==> config.mk <==
export PLATFORM = sky130hd
export DESIGN_NAME = uart_rx_param
export DESIGN_NICKNAME = d
export VERILOG_FILES = /design/src/rtl/uart_rx_param.sv
export SDC_FILE = /design/constraint.sdc
export NUM_CORES = 1
export LEC_CHECK = 0
export CAP_MARGIN = 10
export CORE_MARGIN = 4
export CORE_UTILIZATION = 59
export CTS_BUF_LIST = sky130_fd_sc_hd__clkbuf_16
export CTS_CLUSTER_SIZE = 8
export DETAILED_ROUTE_END_ITERATION = 10
export GPL_ROUTABILITY_DRIVEN = 0
export GPL_TIMING_DRIVEN = 0
export PLACE_DENSITY_LB_ADDON = 0.25
export SLEW_MARGIN = 20
export SYNTH_ARGS = -nofsm -noshare
export SYNTH_HDL_FRONTEND = slang
export SYNTH_SLANG_ARGS = --single-unit
==> constraint.sdc <==
create_clock -name clk_in -period 2.6 [get_ports clk_in]
set_clock_uncertainty 0.1 [all_clocks]
set_input_delay 0.78 -clock clk_in [delete_from_list [all_inputs] [get_ports clk_in]]
set_output_delay 0.78 -clock clk_in [all_outputs]
set_load 0.005 [all_outputs]
==> src/rtl/uart_rx_param.sv <==
// Parametrised UART receiver: 3-sample majority per bit, false-start rejection,
// parity/framing/break/overrun reporting, single-entry valid/ready output register.
module uart_rx_param #(
   parameter int CLOCK_FREQ  = 50_000_000,
   parameter int UART_BAUD   = 115200,
   parameter int DATA_BITS   = 8,
   parameter int PARITY      = 0,
   parameter int STOP_BITS   = 1,
   parameter int SYNC_STAGES = 2
) (
   input  logic                 clk_in,
   input  logic                 rst_in,
   input  logic                 uart_rx_path,
   output logic [DATA_BITS-1:0] rx_data,
   output logic                 rx_valid,
   input  logic                 rx_ready,
   output logic                 rx_parity_err,
   output logic                 rx_frame_err,
   output logic                 rx_break,
   output logic                 rx_overrun,
   output logic                 busy
);
   localparam logic [31:0] BIT_N     = 32'(CLOCK_FREQ / UART_BAUD);
   localparam logic [31:0] HALF_N    = BIT_N / 32'd2;
   localparam logic [3:0]  LAST_DATA = 4'(DATA_BITS - 1);
   localparam logic [3:0]  LAST_STOP = 4'(STOP_BITS - 1);

   localparam logic [2:0] ST_IDLE      = 3'd0;
   localparam logic [2:0] ST_START     = 3'd1;
   localparam logic [2:0] ST_DATA      = 3'd2;
   localparam logic [2:0] ST_PARITY    = 3'd3;
   localparam logic [2:0] ST_STOP      = 3'd4;
   localparam logic [2:0] ST_WAIT_HIGH = 3'd5;

   logic [SYNC_STAGES-1:0] sync_q, sync_d;
   logic [SYNC_STAGES:0]   vld_q, vld_d;
   logic                   prev_q, prev_d, armed_q, armed_d;
   logic [2:0]             state_q, state_d;
   logic [31:0]            cnt_q, cnt_d;
   logic [3:0]             idx_q, idx_d;
   logic [1:0]             samp_q, samp_d;
   logic [DATA_BITS-1:0]   shift_q, shift_d;
   logic                   zero_q, zero_d, perr_q, perr_d, ferr_q, ferr_d, brk_q, brk_d;
   logic [DATA_BITS-1:0]   data_q, data_d;
   logic                   valid_q, valid_d, oerr_p_q, oerr_p_d, oerr_f_q, oerr_f_d;
   logic                   obrk_q, obrk_d, ovr_q, ovr_d;
   logic                   line, bit_v, tick, done, fe_fin, brk_fin, exp_par, load;

   always_comb begin
      line    = sync_q[SYNC_STAGES-1];
      sync_d  = {sync_q[SYNC_STAGES-2:0], uart_rx_path};
      // Edge detection is armed only once a genuine high has reached prev post-reset.
      vld_d   = {vld_q[SYNC_STAGES-1:0], 1'b1};
      prev_d  = line;
      armed_d = armed_q | (vld_q[SYNC_STAGES] & prev_q);

      tick    = (cnt_q == HALF_N + 32'd1);
      bit_v   = (samp_q[0] & samp_q[1]) | (samp_q[0] & line) | (samp_q[1] & line);
      exp_par = (PARITY == 1) ? ~(^shift_q) : ^shift_q;
      samp_d  = samp_q;
      if (cnt_q == HALF_N - 32'd1) samp_d[0] = line;
      if (cnt_q == HALF_N)         samp_d[1] = line;

      state_d = state_q;
      idx_d   = idx_q;
      shift_d = shift_q;
      zero_d  = zero_q;
      perr_d  = perr_q;
      ferr_d  = ferr_q;
      brk_d   = brk_q;
      done    = 1'b0;
      fe_fin  = ferr_q;
      brk_fin = brk_q;

      case (state_q)
         ST_IDLE: if (armed_q && prev_q && !line) state_d = ST_START;
         ST_START: if (tick) begin
            if (bit_v) state_d = ST_IDLE;
            else begin
               state_d = ST_DATA;
               idx_d   = 4'd0;
               zero_d  = 1'b1;
               perr_d  = 1'b0;
               ferr_d  = 1'b0;
               brk_d   = 1'b0;
            end
         end
         ST_DATA: if (tick) begin
            shift_d = {bit_v, shift_q[DATA_BITS-1:1]};
            zero_d  = zero_q & ~bit_v;
            if (idx_q == LAST_DATA) begin
               idx_d   = 4'd0;
               state_d = (PARITY != 0) ? ST_PARITY : ST_STOP;
            end else idx_d = idx_q + 4'd1;
         end
         ST_PARITY: if (tick) begin
            perr_d  = bit_v ^ exp_par;
            zero_d  = zero_q & ~bit_v;
            state_d = ST_STOP;
         end
         ST_STOP: if (tick) begin
            fe_fin  = ferr_q | ~bit_v;
            brk_fin = (idx_q == 4'd0) ? (zero_q & ~bit_v) : brk_q;
            ferr_d  = fe_fin;
            brk_d   = brk_fin;
            if (idx_q == LAST_STOP) begin
               done    = 1'b1;
               state_d = fe_fin ? ST_WAIT_HIGH : ST_IDLE;
            end else idx_d = idx_q + 4'd1;
         end
         ST_WAIT_HIGH: if (line) state_d = ST_IDLE;
         default: state_d = ST_IDLE;
      endcase

      if (state_q == ST_IDLE || state_d == ST_IDLE) cnt_d = 32'd0;
      else if (cnt_q == BIT_N - 32'd1)              cnt_d = 32'd0;
      else                                          cnt_d = cnt_q + 32'd1;

      // A completed frame loads only if the register is empty or being drained now.
      load     = done & (~valid_q | rx_ready);
      data_d   = load ? shift_q : data_q;
      oerr_p_d = load ? perr_q  : oerr_p_q;
      oerr_f_d = load ? fe_fin  : oerr_f_q;
      obrk_d   = load ? brk_fin : obrk_q;
      if (load)                     valid_d = 1'b1;
      else if (valid_q && rx_ready) valid_d = 1'b0;
      else                          valid_d = valid_q;
      ovr_d    = done & ~load;
   end

   always_ff @(posedge clk_in) begin
      if (rst_in) begin
         sync_q   <= '1;
         vld_q    <= '0;
         prev_q   <= 1'b1;
         armed_q  <= 1'b0;
         state_q  <= ST_IDLE;
         cnt_q    <= 32'd0;
         idx_q    <= 4'd0;
         samp_q   <= 2'b00;
         shift_q  <= '0;
         zero_q   <= 1'b0;
         perr_q   <= 1'b0;
         ferr_q   <= 1'b0;
         brk_q    <= 1'b0;
         data_q   <= '0;
         valid_q  <= 1'b0;
         oerr_p_q <= 1'b0;
         oerr_f_q <= 1'b0;
         obrk_q   <= 1'b0;
         ovr_q    <= 1'b0;
      end else begin
         sync_q   <= sync_d;
         vld_q    <= vld_d;
         prev_q   <= prev_d;
         armed_q  <= armed_d;
         state_q  <= state_d;
         cnt_q    <= cnt_d;
         idx_q    <= idx_d;
         samp_q   <= samp_d;
         shift_q  <= shift_d;
         zero_q   <= zero_d;
         perr_q   <= perr_d;
         ferr_q   <= ferr_d;
         brk_q    <= brk_d;
         data_q   <= data_d;
         valid_q  <= valid_d;
         oerr_p_q <= oerr_p_d;
         oerr_f_q <= oerr_f_d;
         obrk_q   <= obrk_d;
         ovr_q    <= ovr_d;
      end
   end

   assign rx_data       = data_q;
   assign rx_valid      = valid_q;
   assign rx_parity_err = oerr_p_q;
   assign rx_frame_err  = oerr_f_q;
   assign rx_break      = obrk_q;
   assign rx_overrun    = ovr_q;
   assign busy          = (state_q != ST_IDLE);
endmodule

==> run metrics <==
Post-synth EDFFs 0; register share of total power 0.409; area of the multi-input gates approximately 0.0020 mm^2; Final Hold Vio Count 0; Worst setup EP type output port; clk_lat worst skew roughly 0.33 ns; CP startpoint state_q[0]; worst vdd rail ir drop between 0.5 and 0.6 mV; Initial Utilization 0.625; CTS Root Buffer Type clkbuf_16; WHS Endpoint sync_q[1]; Die Wd 85.3 um; Hold Startpoint sync_q[0]; Worst EP required about 1.7 ns; kind of start point of the critical path flip-flop; WS Path Type flip-flop to output port; wire per inst roughly 15 um; WP data arrival 1.67 ns; largest net degree at the start of global routing 13; Die Span Y about 85 um; LEAKAGE between 1 and 1.5 nW; Via density a little under 6; grt ovf 0; Clock Tree Buf Depth 2; final WL between 7 and 8 mm; most common cell after layout, fill and taps aside dfxtp_1; reg2reg end cnt_q[18]; worst setup margin between 0.04 and 0.05 ns; number of diodes 0; # nets final about 420; FF+latch area approximately 0.0014 mm^2; TritonCTS Buffers 9; fin. max-slew vios 0; fin crit share 0.982; Total GRT Usage 0.220; filler instances 389; count of cell types in the netlist 57; Max-slew headroom 0.530; Post-Syn Instances between 300 and 400; most frequent cells in the layout dfxtp_1 (72), nand2_1 (40), nor2_1 (30), nor3_2 (30), xnor2_1 (21); Async S/R FF share, synth 0; outcome finished clean; vias in the first global route approximately 2.8k; starting DRC count in detailed routing around 220; first-pass GRT wire length between 10 and 15 mm; Placed Cells incl. Taps 464; setup_tns 0 ns; top_reg_cell synth dfxtp_1; Hold WC Path Type flip-flop to flip-flop; flops & latches, synth around 70; number of synthesis warnings 0; sw frac 0.200; MaxCap Viol Count 0; Die Footprint a little over 0.007 mm^2; layout cells sized above 1 0.192; initial antenna violation count 0; Seq/Total Area, Yosys 0.409; Tmin final approximately 2.6 ns; Core Region roughly 0.0056 mm^2; Reg2Reg Launch Point cnt_q[11]; reg2reg path depth 8; number of vias in the routed layout approximately 2.8k; hold_buf cts 0; net switching power roughly 0.00055 W; clock share of power 0.541; Max Clk Rate around 0.4 GHz; H-Tree Depth 3; FP Rows 27; synthesis-to-layout area growth 19.1%; Clock Sinks 72; Cell Area, Synth around 0.0035 mm^2; port bufs 17; total power draw between 0.002 and 0.003 W; clock slew at reported path FFs around 0.060 ns; worst hold stages 1; r2r setup slk approximately 0.10 ns; dpl hpwl roughly 5.1 mm; Avg Cell Area, Syn about 9.4 um^2; Worst Tran Pin Value ~0.71 ns; worst-path maximum fanout 10; Internal 0.00219 W; Final ANT Viol Nets 0; TritonCTS clock tree done; Cell Pwr Density roughly 650 mW/mm^2; Final setup viols 0; DRC 0; post-placement setup slack -0.293 ns; Logic pwr share 0.049; fin cells between 400 and 500; num ports 18; First-pass DRT Iterations 4; post-synthesis net count 385
worst max-delay path by stage:
stage,end,cells after the start
global placement,cnt_q[8],6
floorplan,cnt_q[10],7
finish,busy,3
CTS,busy,3
global route,busy,3
detailed placement,cnt_q[29],6
power by group through the flow:
stage               combinational (W)  clock, W  sequential, W
floorplan                   0.0000970         0        0.00114
global placement             0.000125         0        0.00114
detailed placement           0.000128         0        0.00114
CTS                          0.000132   0.00150        0.00112
global route                 0.000145   0.00155        0.00112
finish                       0.000135   0.00148        0.00112
synth_stat cells, types with 4 or more instances:
master	instances	area [um^2]
xor2_1	17	149
nor3_1	4	20.0
xnor2_1	21	184
a21oi_1	18	90.1
inv_1	10	37.5
nand2b_1	5	31.3
buf_2	4	20.0
nor4_1	6	37.5
and2_1	5	31.3
nor3_2	30	300
nand2_1	42	158
ha_1	6	75.1
nor2_1	31	116
mux2i_1	12	120
nand3_1	16	80.1
nand4_1	4	25.0
and4_1	5	43.8
clkbuf_1	6	22.5
and3_1	8	50.1
dfxtp_1	72	1440
worst max-delay path, cell delays in order (launching register included):
cell             delay, ns
dfxtp_1               0.35
buf_6                 0.16
or3_4                 0.39
clkdlybuf4s50_1       0.45
cells by family (layout without fill, tap and decap cells):
kind of cell    after synthesis  count (layout)  synth area share
xor+xnor                     38              38            0.0944
fa+ha+maj                     7               7            0.0241
buf+inv                      24              60            0.0344
compound gates               37              37            0.0695
mux                          12              12            0.0341
flops                        72              72             0.409
simple gates                185             185             0.335
routing by layer:
metal | vias up | GRT usage | part of all wire
met4 | 0 | 0.0950 | 0.019
met2 | 74 | 0.344 | 0.46
met1 | 1335 | 0.297 | 0.48
li1 | 1376 | - | -
met3 | 16 | 0.0388 | 0.043
met5 | - | 0 | 0
state kept, by name, indices dropped and copies added (netlist names), 2 cells and up:
| register | flops |
|---|---|
| cnt_q | 32 |
| idx_q | 4 |
| rx_data | 8 |
| samp_q | 2 |
| shift_q | 8 |
| state_q | 3 |
| sync_q | 2 |
| vld_q | 3 |
through the flow:
| step | cell area [um^2] | util | hold slack (ns) |
|---|---|---|---|
| after global routing | 4200 | 0.745 | 0.342 |
| final | 4200 | 0.745 | 0.327 |
| after detailed placement | 3790 | 0.671 | 0.316 |
| after global placement | 3790 | 0.671 | 0.299 |
| after CTS | 4160 | 0.738 | 0.332 |
| after floorplan | 3530 | - | 0.289 |
timing repair:
item,CTS,global route
gates resized for setup,1,8
pin swaps,0,1
buffers inserted,1,2
setup endpoints to repair,30,34
layout make-up:
type	instances	share of cell area
Sequential cell	72	0.343
Clock buffer	9	0.0536
Buffer	14	0.0214
Inverter	10	0.00893
Tap cell	72	0.0214
Clock inverter	7	0.0322
Timing Repair Buffer	20	0.0459
Multi-Input combinational cell	279	0.473
Power figures use the tool's default switching activity.
